File: src/rtl/min_pkg.sv
// Shared widths and FSM encoding for the running-minimum tracker.
package min_pkg;

  localparam int unsigned INDEX_W = 16;
  localparam int unsigned VALUE_W = 14;
  localparam int unsigned COUNT_W = 16;

  typedef enum logic [1:0] {
    IDLE  = 2'd0,
    ACCUM = 2'd1,
    DONE  = 2'd2
  } state_t;

endpackage

File: src/rtl/Minimum.sv
// Two-input arg-min comparator; on a tie the B input wins.
module Minimum
  import min_pkg::*;
(
  input  logic [INDEX_W-1:0] indexA,
  input  logic [VALUE_W-1:0] valueA,
  input  logic [INDEX_W-1:0] indexB,
  input  logic [VALUE_W-1:0] valueB,
  output logic [INDEX_W-1:0] minIndex_c,
  output logic [VALUE_W-1:0] minValue_c
);

  // A wins only when strictly smaller, so equal values keep B.
  always_comb begin
    minIndex_c = indexB;
    minValue_c = valueB;
    if (valueA < valueB) begin
      minIndex_c = indexA;
      minValue_c = valueA;
    end
  end

endmodule

File: src/rtl/running_min_tracker.sv
// Streaming arg-min over a start/inLast framed candidate stream.
module running_min_tracker
  import min_pkg::*;
(
  input  logic               Clk,
  input  logic               Reset,
  input  logic               start,
  input  logic               inValid,
  output logic               inReady,
  input  logic [INDEX_W-1:0] inIndex,
  input  logic [VALUE_W-1:0] inValue,
  input  logic               inLast,
  output logic               busy,
  output logic               done,
  output logic [INDEX_W-1:0] oIndex,
  output logic [VALUE_W-1:0] oValue,
  output logic [COUNT_W-1:0] oCount
);

  state_t             state, stateNext;
  logic               first, firstNext;
  logic [INDEX_W-1:0] indexNext;
  logic [VALUE_W-1:0] valueNext;
  logic [COUNT_W-1:0] countNext;
  logic [INDEX_W-1:0] cmpIndex;
  logic [VALUE_W-1:0] cmpValue;

  // Candidate on A, stored best on B: ties keep the earlier index.
  Minimum uMin (
    .indexA     (inIndex),
    .valueA     (inValue),
    .indexB     (oIndex),
    .valueB     (oValue),
    .minIndex_c (cmpIndex),
    .minValue_c (cmpValue)
  );

  // Status decodes straight from the state register.
  assign busy    = (state == ACCUM);
  assign inReady = busy;
  assign done    = (state == DONE);

  // State, first flag and result registers.
  always_ff @(posedge Clk or posedge Reset) begin
    if (Reset) begin
      state  <= IDLE;
      first  <= 1'b0;
      oIndex <= '0;
      oValue <= '1;
      oCount <= '0;
    end else begin
      state  <= stateNext;
      first  <= firstNext;
      oIndex <= indexNext;
      oValue <= valueNext;
      oCount <= countNext;
    end
  end

  // Next-state and result update; the first flag forces a load of the opening candidate.
  always_comb begin
    stateNext = state;
    firstNext = first;
    indexNext = oIndex;
    valueNext = oValue;
    countNext = oCount;
    case (state)
      IDLE: begin
        if (start) begin
          stateNext = ACCUM;
          firstNext = 1'b1;
          indexNext = '0;
          valueNext = '1;
          countNext = '0;
        end
      end
      ACCUM: begin
        if (inValid) begin
          if (first) begin
            indexNext = inIndex;
            valueNext = inValue;
          end else begin
            indexNext = cmpIndex;
            valueNext = cmpValue;
          end
          firstNext = 1'b0;
          if (oCount != '1) begin
            countNext = oCount + COUNT_W'(1);
          end
          if (inLast) begin
            stateNext = DONE;
          end
        end
      end
      DONE:    stateNext = IDLE;
      default: stateNext = IDLE;
    endcase
  end

endmodule
File: config.mk
export PLATFORM = sky130hd
export DESIGN_NAME = running_min_tracker
export DESIGN_NICKNAME = d
export VERILOG_FILES = /design/src/rtl/min_pkg.sv /design/src/rtl/Minimum.sv /design/src/rtl/running_min_tracker.sv
export SDC_FILE = /design/constraint.sdc
export NUM_CORES = 1
export LEC_CHECK = 0
export BUFFER_PORTS_ARGS = -buffer_cell sky130_fd_sc_hd__buf_2
export CORE_MARGIN = 1
export CORE_UTILIZATION = 50
export DETAILED_ROUTE_END_ITERATION = 16
export PLACE_DENSITY_LB_ADDON = 0.3
export SLEW_MARGIN = 20
export SYNTH_ARGS = -nofsm -noshare
export SYNTH_HDL_FRONTEND = slang
export SYNTH_SLANG_ARGS = --single-unit
File: constraint.sdc
create_clock -name Clk -period 2.81 [get_ports Clk]
set_clock_uncertainty 0.1 [all_clocks]
set_input_delay 0.562 -clock Clk [delete_from_list [all_inputs] [get_ports Clk]]
set_output_delay 0.562 -clock Clk [all_outputs]
set_load 0.02 [all_outputs]
==> results by stage, run 1 <==
Logic synthesis:
- The average instance in the mapped netlist occupies around 10 um2.
- The number of distinct library cells after synthesis is 34.
- The register bit count reported by yosys is 49.
- Synthesis produced a netlist with a net count of between 300 and 400.
- Sequential cells were found to cover 47.5% of the synthesized design area.
- The warning count from the yosys run is 0.
- The number of cells produced by synthesis is 258.
- The cell area that synthesis handed to floorplanning was between 2000 and 3000 um2.

STA:
- Setup total negative slack on the finished layout was measured at 0 ns.
- The final-report hold violation count is 0.
- After layout, the minimum clock period comes to ~2.3 ns.
- For this run, the top clock speed supported by timing is 426 MHz.
- The worst hold margin is between 0.2 and 0.25 ns.
- Setup repair after global routing left no endpoint under its margin.
- The final count of pins violating max slew is 0.
- The actual transition at the worst max-transition pin is approximately 0.59 ns.
- The fraction of the cycle the final worst path needs is ~84%.
- The worst slew margin relative to its limit is 60.4%.
- The count of endpoints failing setup in the final report is 0.

Final layout:
- The number of diodes added for antenna fixing is 0.
- Of the cells placed in the final design, the portion with a size suffix greater than 1 is 33.9%.
- The number of nets in the layout is 394.
- The signed area change from the synthesized netlist to the final layout is 20.4%.

Clocking:
- The tree is rooted in a clkbuf_8.
- The number of buffers added to fix hold violations after cts is 0.
- The number of levels the H-tree was split into is 2.
- After clock tree synthesis, the repair step resized 0 gates.
- The number of sinks on the clock net is 49.
- In this run the deepest clock path goes through 2 buffers.
- After clock tree synthesis, the clock-pin slew on the worst setup and hold paths is 0.09 ns.
- TritonCTS built the clock tree.
- The buffer count from post-CTS setup fixing is 0.
- For the worst-skew pair, the clock arrives at the later sink with an insertion delay of between 0.2 and 0.3 ns.
- The number of CTS-inserted buffers is 5.

Floorplanning:
- The die is 74.3 um wide.
- The die is 74.3 um tall.
- The area of the core region is 4880 um2.
- The number of ports placed on the die boundary is 84.
- The row count is 25.
- For this configuration, the core starts out at a cell density of a little over half.
- The die outline area is about 5500 um2.

Critical path:
- The class of the most critical setup path is register to register.
- The data arrival time of the critical path is 2.42 ns.
- The worst register-to-register path has a setup slack of 0.46 ns.
- The startpoint type of the worst setup path is a register.
- STA classifies the critical path endpoint as a register.
- Among the stages of the critical path, the cell type that occurs most often is a21o_1.
- Traced cell by cell, the critical path runs through inv_1, ha_1, a21o_1, a21o_1, a21oi_1, nor2_1, o31a_2, buf_4, mux2i_1.
- The slowest library cell on the worst path is dfstp_2.
- For this run, the slowest stage of the critical path takes about 0.53 ns.
- The required time at the endpoint of the critical path is between 2 and 3 ns.
- In this run the worst path has a maximum fanout of 16.
- Counting both buffers and inverters, the worst setup path holds a total of 2.
- The kind of cell with the highest combined delay along the critical path is compound AO/OA/AOI/OAI gates.

GRT:
- The number of global-route vias before repair is ~2,000.
- Entering global routing, the biggest net connects 29 pins.
- For this run, the total global-route usage over all layers was measured as 21.3%.
- The number of antenna violations at the first check in global routing came to 0.
- The remaining global-route overflow is 0.
- The wire length of the first global-routing pass is 8950 um.

Route:
- The remaining antenna violation count is 0.
- The count of vias placed by the detailed router is 2,062.
- The first detailed-routing pass took 4 iterations.
- The overall routed net length is approximately 5300 um.
- The routed wire length per instance is roughly 13 um.
- After detailed routing, the number of remaining DRC violations is 0.
- In this run, the number of DRC markers left after iteration 0 of detailed routing was 58.
- In the routed layout, each cell is associated on average with a via count of 5.00.

Job:
- The number of max-capacitance violations reported is 0.

Placed design:
- Routability-driven placement finished with a final weighted congestion of slightly below 0.8.
- The number of buffers inserted by port buffering is 83.
- Once detailed placement completed, the half-perimeter wirelength came to 4040 um.

Power:
- In this run switching power makes up 41.1% of total power.
- Cell internal power was estimated by the tool at ~1.6 mW.
- The sequential group share of total power is 37.6%.
- The total leakage power is approximately 1.8 nW.
- In this run, the clock network consumes 14.0% of the power.
- The switching component of the power is between 1 and 1.5 mW.
- The combinational fraction of design power is 48.4%.
- The worst voltage drop across the vdd grid is between 0.0004 and 0.0005 V.
- The power per cell area is ~890 nW/um2.

Run status:
- The flow ran to the end, and the final reports show no timing, DRC or antenna violations.

Min path:
- The worst hold path belongs to the class input pin to async pin.
[synthesized netlist by cell type, drive strengths merged]
master  number  share of area, %
dfrtp       35                33
inv         33               4.7
mux2i       31                12
nor2        29               4.2
nand2       26               3.7
dfstp       14                14
ha          14               6.7
xor2        12               4.0
a21oi       10               1.9
nand3        8               1.5
and3         7               1.7
buf          7               3.4
nand4        5               1.2
a21o         4               1.1
clkbuf       4              0.57
nand2b       3               1.0
o21ai        3              0.57
a211oi       1              0.48
and2         1              0.24
and4         1              0.43
nand3b       1              0.29
nand4b       1              0.33
nor2b        1              0.24
nor3         1              0.38
nor3b        1              0.29
o221ai       1              0.33
o311ai       1              0.33
o31a         1              0.33
or3          1              0.24
xnor2        1              0.33
[worst reg2reg max path: stages (launching register included)]
cell	delay (ns)
dfstp_2	0.53
inv_1	0.05
ha_1	0.28
a21o_1	0.16
a21o_1	0.17
a21oi_1	0.14
nor2_1	0.06
o31a_2	0.35
buf_4	0.23
mux2i_1	0.16
[layout make-up]
cell class / count / area, um2
fill: 415 / 1730
inverter: 33 / 124
sequential: 49 / 1240
tap: 67 / 83.8
clock inverter: 1 / 5.00
timing repair buffer: 91 / 475
multi-input combinational: 165 / 1150
clock buffer: 6 / 72.6
[layout by cell type, fill, tap and decap left out, types with 2 or more instances in the layout]
master     n
clkbuf_8   5
nand3_1    8
nand2b_1   2
xor2_1    12
mux2i_1   31
a21o_1     4
dfstp_2   14
dfrtp_1   35
a21oi_1   10
and3_1     7
inv_1     32
ha_1      14
buf_4      8
nand4_1    5
buf_2     83
nor2_1    29
nand2_1   26
o21ai_0    3
[flip-flops by register name, summed over array words and instances (netlist names)]
register and flops:
first 1, oCount 16, oIndex 16, oValue 14, state 2
[cells by family after synthesis]
group           share of synthesized area, %
simple gates                            15.7
flops                                   47.5
buf+inv                                 8.70
mux                                     11.9
compound gates                          5.12
fa+ha+maj                               6.70
xor+xnor                                4.35
[metal layers]
metal  GRT usage, %  routed length (um)
met1           26.3                2360
met2           38.6                2660
met3           3.39                 212
met4           5.87                  54
met5              0                   0
[path summary, 6_finish.rpt]
kind                                    to  startpoint  cells after the start
worst max-delay path            oIndex[12]   oValue[9]                      9
worst min-delay path            oCount[13]       Reset                      2
worst max register to register  oIndex[12]   oValue[9]                      9
worst min register to register       first       first                      1
max in group asynchronous        oValue[4]       Reset                      3
min in group Clk                     first       first                      1
[per-stage QoR]
step | setup WS [ns] | instance area, um2 | power (mW) | std cells | utilization [%]
floorplan | 0.527 | 2620 | 2.17 | 258 | -
global placement | 0.405 | 3070 | 2.39 | 405 | 63.0
detailed placement | 0.335 | 3070 | 2.43 | 405 | 63.0
CTS | 0.448 | 3150 | 2.83 | 412 | 64.6
global route | 0.309 | 3150 | 3.00 | 412 | 64.6
finish | 0.461 | 3150 | 2.79 | 412 | 64.6
[power by group through the flow]
stage                     registers (mW)  logic [mW]  clock network, mW
after floorplan                     1.27       0.906                  0
after detailed placement            1.07        1.37                  0
final                               1.05        1.35              0.389
after global routing                1.08        1.49              0.426
after CTS                           1.05        1.37              0.408
after global placement              1.06        1.34                  0
Power figures use the tool's default switching activity.
==> run 2: changes to the inputs <==
- ABC_AREA: unset -> 1
- CORE_UTILIZATION: 50 -> 47
- clock period: 2.81 -> 1.9 ns (I/O delays scaled with it)
==> run 2 against run 1 <==
  * The flow now finishes with violations (negative hold slack, negative setup slack)
  * Final cell count rose by 43%
  * Design area rose by 29%
  * Sequential share of layout area fell by 9.0 points
  * Clock power rose by 63%
  * Non-clock buffer count rose by 22
  * First-iteration DRC count rose by 88%
  * Synthesized cell count rose by 59%
  * Sequential power rose by 62%
  * Combinational power rose to 2.9 times the previous value
  * Setup slack got worse by 0.52 ns
  * Core utilization rose by 3.1 points
==> results by stage, run 2 <==
Logic synthesis:
- After synthesis, the most frequently instantiated cells are nand2_1 (140), inv_1 (52), nand3_1 (44).
- The register bit count reported by yosys is 49.
- For this run, the number of Yosys warnings is 0.
- The number of cells produced by synthesis is 411.
- Summed over its instances, the top area cell type makes up 29.4% of the synthesized netlist area.
- For this run, asynchronously set or reset flops after synthesis account for 100%.
- The main flop type after synthesis is dfrtp_1.
- The number of nets in the synthesized netlist is 460.
- After synthesis, the cell types taking the most area are dfrtp_1 (29%), nand2_1 (18%), dfstp_2 (12%).
- dfrtp_1 takes more of the synthesized area than any other cell.
- A synthesized cell averages 7.25 um2.
- By instance count, the leading cell after synthesis is nand2_1.
- Summing every instance area after synthesis gives 2980 um2.
- The number of distinct library cells after synthesis is 27.
- The proportion of synthesized chip area in sequential cells is 41.7%.
- The number of enable flip-flop cells after synthesis is 0.

Min path:
- The path class of the tightest hold or removal check is input pin to async pin.

Critical path:
- Data arrives at the worst endpoint at 2.07 ns.
- The number of cells traversed by the worst register-to-register path is 11.
- The worst setup path is launched from a register.
- The signal on the critical path passes through inv_1, ha_1, a21oi_2, nor2_2, nor2_2, nand2_2, nand2_4, nand2_8, clkbuf_16, nand2_1, nand2_1.
- On the critical path the largest part of the delay comes from simple AND/OR/NAND/NOR gates.
- Counting both buffers and inverters, the worst setup path holds a total of 2.
- For this design, the slowest cell found on the critical path is dfstp_2.
- The class of the most critical setup path is register to register.
- The logic depth of the worst path, buffers included is 11.
- The largest single stage delay on the critical path is between 0.5 and 0.6 ns.
- The type of destination of the critical path is a register.
- The required time at the endpoint of the critical path is 2.01 ns.
- The biggest fanout along the worst timing path is 6.

Floorplanning:
- Once the floorplan was initialized, standard cells occupied 49.5% of the core.
- The width of the die is 81.6 um.
- The die covers approximately 6700 um2.
- The floorplan has 28 rows.
- The number of ports placed on the die boundary is 84.
- The total area inside the core boundary comes to 6030 um2.
- The die height is 81.6 um.

Route:
- For this run, the detailed router's first-pass iteration total came to 4.
- The remaining antenna violation count is 0.
- The count of vias placed by the detailed router is 2,885.
- Dividing the detail-routed wire length by the instance count gives 13.2 um.
- The via-per-instance ratio is 4.89.
- After the first detailed-routing iteration, the DRC count stood at between 100 and 150.
- The number of remaining DRC errors is 0.
- The overall routed net length is a little under 8000 um.

Placed design:
- At the end of routability-driven placement, the weighted congestion stood at ~0.84.
- During placement, the flow inserted port buffers numbering 83.
- The HPWL after detailed placement is 5110 um.

Power:
- The sequential group share of total power is 27.0%.
- The proportion of power drawn by the clock network is about a tenth.
- The design draws 6.31 mW.
- The combinational fraction of design power is around 63%.
- The internal power component is 3.42 mW.
- The switching fraction of total power is roughly 46%.
- In this run the power spent charging and discharging nets is around 2.9 mW.
- The power per cell area is between 1500 and 2000 nW/um2.
- The total leakage power is 2.24 nW.
- The worst voltage drop across the vdd grid is between 0.0009 and 0.001 V.

Clocking:
- The clock root buffer is clkbuf_8.
- The clock tree from TritonCTS is built.
- The clock transition at the register clock pins on the worst setup and hold paths after CTS is about 0.10 ns.
- The H-tree was split into 2 levels.
- Clock tree synthesis found a total of about 50 sinks.
- The clock passes through at most 2 buffers.
- TritonCTS created 5 clock buffers.
- Clock latency on the worst-skew pair, taken at its later pin, is 0.31 ns.
- The number of buffers added to fix hold violations after cts is 0.

STA:
- The worst hold margin is -0.00590 ns.
- The final-report hold violation count is 7.
- After layout, the minimum clock period comes to 1.96 ns.
- The final count of pins violating max slew is 0.
- Setup violations remaining at the end of the flow were counted as 30.
- Setup slack on the critical path of the routed design comes to -0.0601 ns.
- The fraction of the cycle the final worst path needs is 103%.
- Setup repair after global routing could not meet its margin everywhere.
- At the pin with the least slew margin, the transition time is 0.282 ns.
- Based on the critical path, the design can be clocked at up to 510 MHz.
- The worst slew margin relative to its limit is 81.1%.

Final layout:
- The signed area change from the synthesized netlist to the final layout is 36.9%.
- The share of final-layout standard cells stronger than drive strength 1 is 41.6%.
- The number of antenna diodes in the final layout is 0.
- The number of nets in the layout is 563.
- The library cells used most frequently in the layout, excluding fill and tap cells, are nand2_1 (110), buf_2 (83), inv_1 (44).
- In the final layout, the registers with the most flip-flops are oCount (16), oIndex (16), oValue (14).
- The commonest non-fill, non-tap cell in the layout is nand2_1.

GRT:
- The number of antenna violations at the first check in global routing is 0.
- The remaining global-route overflow is 0.
- The number of global-route vias before repair is 2,496.
- Entering global routing, the biggest net connects 50 pins.
- Global routing used between 20% and 30% of the available tracks.
- The wire length of the first global-routing pass is 11,300 um.

Job:
- The number of max-capacitance violations reported is 0.

Run status:
- The flow ran to the end, but the final reports show violations.
- The checks that failed: negative hold slack, negative setup slack.
==> run 2: cell count changes in the layout (fill, tap and decap cells not counted), sizes merged, moves of 12 or more <==
| cell | before | now |
|---|---|---|
| buf | 91 | 111 |
| nor2 | 29 | 43 |
| mux2i | 31 | 0 |
| nand2 | 26 | 142 |
| or2 | 0 | 13 |
| nand3 | 8 | 45 |
| o21ai | 3 | 15 |
| inv | 33 | 53 |
==> run 2: routing by layer <==
metal	wire length, um	vias to the layer above	GRT usage, %
met1	3520	1320	30.6
li1	-	1473	-
met2	3770	80	35.1
met5	0	-	0
met3	392	12	3.67
met4	89	0	5.96
==> run 2: final timing paths <==
check / start / end / slack, ns
max in group asynchronous: Reset / oValue[1] / 1.41
min in group Clk: inIndex[11] / oIndex[11] / 0.28
hold / removal: Reset / oIndex[4] / -0.006
setup / recovery: oValue[7] / oIndex[13] / -0.06
hold reg to reg: oIndex[10] / oIndex[10] / 0.37
setup reg to reg: oValue[7] / oIndex[13] / -0.06
==> run 2: cell type report <==
type	count	area, um2
Clock buffer	6	72.6
Clock inverter	2	15.0
Fill cell	524	1950
Inverter	53	199
Multi-Input combinational cell	292	1710
Sequential cell	49	1240
Tap cell	75	93.8
Timing Repair Buffer	113	749
==> run 2: power by group through the flow <==
stage          Clock (mW)  Sequential (mW)  Combinational, mW
2_1_floorplan           0             2.04               1.78
3_5_place_dp            0             1.68               3.15
3_3_place_gp            0             1.67               3.08
6_report            0.633             1.70               3.97
4_1_cts             0.652             1.67               3.40
5_1_grt             0.684             1.74               4.36
==> run 2: stage by stage <==
step | area, um2 | TNS (ns) | std cells | setup WS, ns | util (%)
2_1_floorplan | 3010 | 0 | 411 | 0.00833 | -
3_3_place_gp | 3630 | -1.31 | 576 | -0.0595 | 60.2
3_5_place_dp | 3630 | -2.08 | 576 | -0.0862 | 60.2
4_1_cts | 3830 | -1.28 | 586 | -0.0629 | 63.6
5_1_grt | 4080 | -4.41 | 590 | -0.160 | 67.7
6_report | 4080 | -1.24 | 590 | -0.0601 | 67.7
==> run 2: tightest hold or removal path, stage by stage <==
cell	delay [ns]
buf_2	0.10
inv_2	0.06
buf_12	0.26
==> run 2: cells by family after synthesis <==
family | count (synthesis) | synth area share, %
flip-flops | 49 | 41.7
XOR/XNOR | 8 | 2.35
adder cells (fa/ha/maj) | 14 | 5.88
buffers and inverters | 70 | 9.87
AND/OR/NAND/NOR | 251 | 36.2
AO/OA/AOI/OAI | 19 | 3.95
==> run 2: repair_timing <==
item	4_1_cts	5_1_grt
pin swaps	0	11
gates cloned	1	2
gates resized for setup	18	47
setup endpoints to repair	32	33
setup buffers	1	2
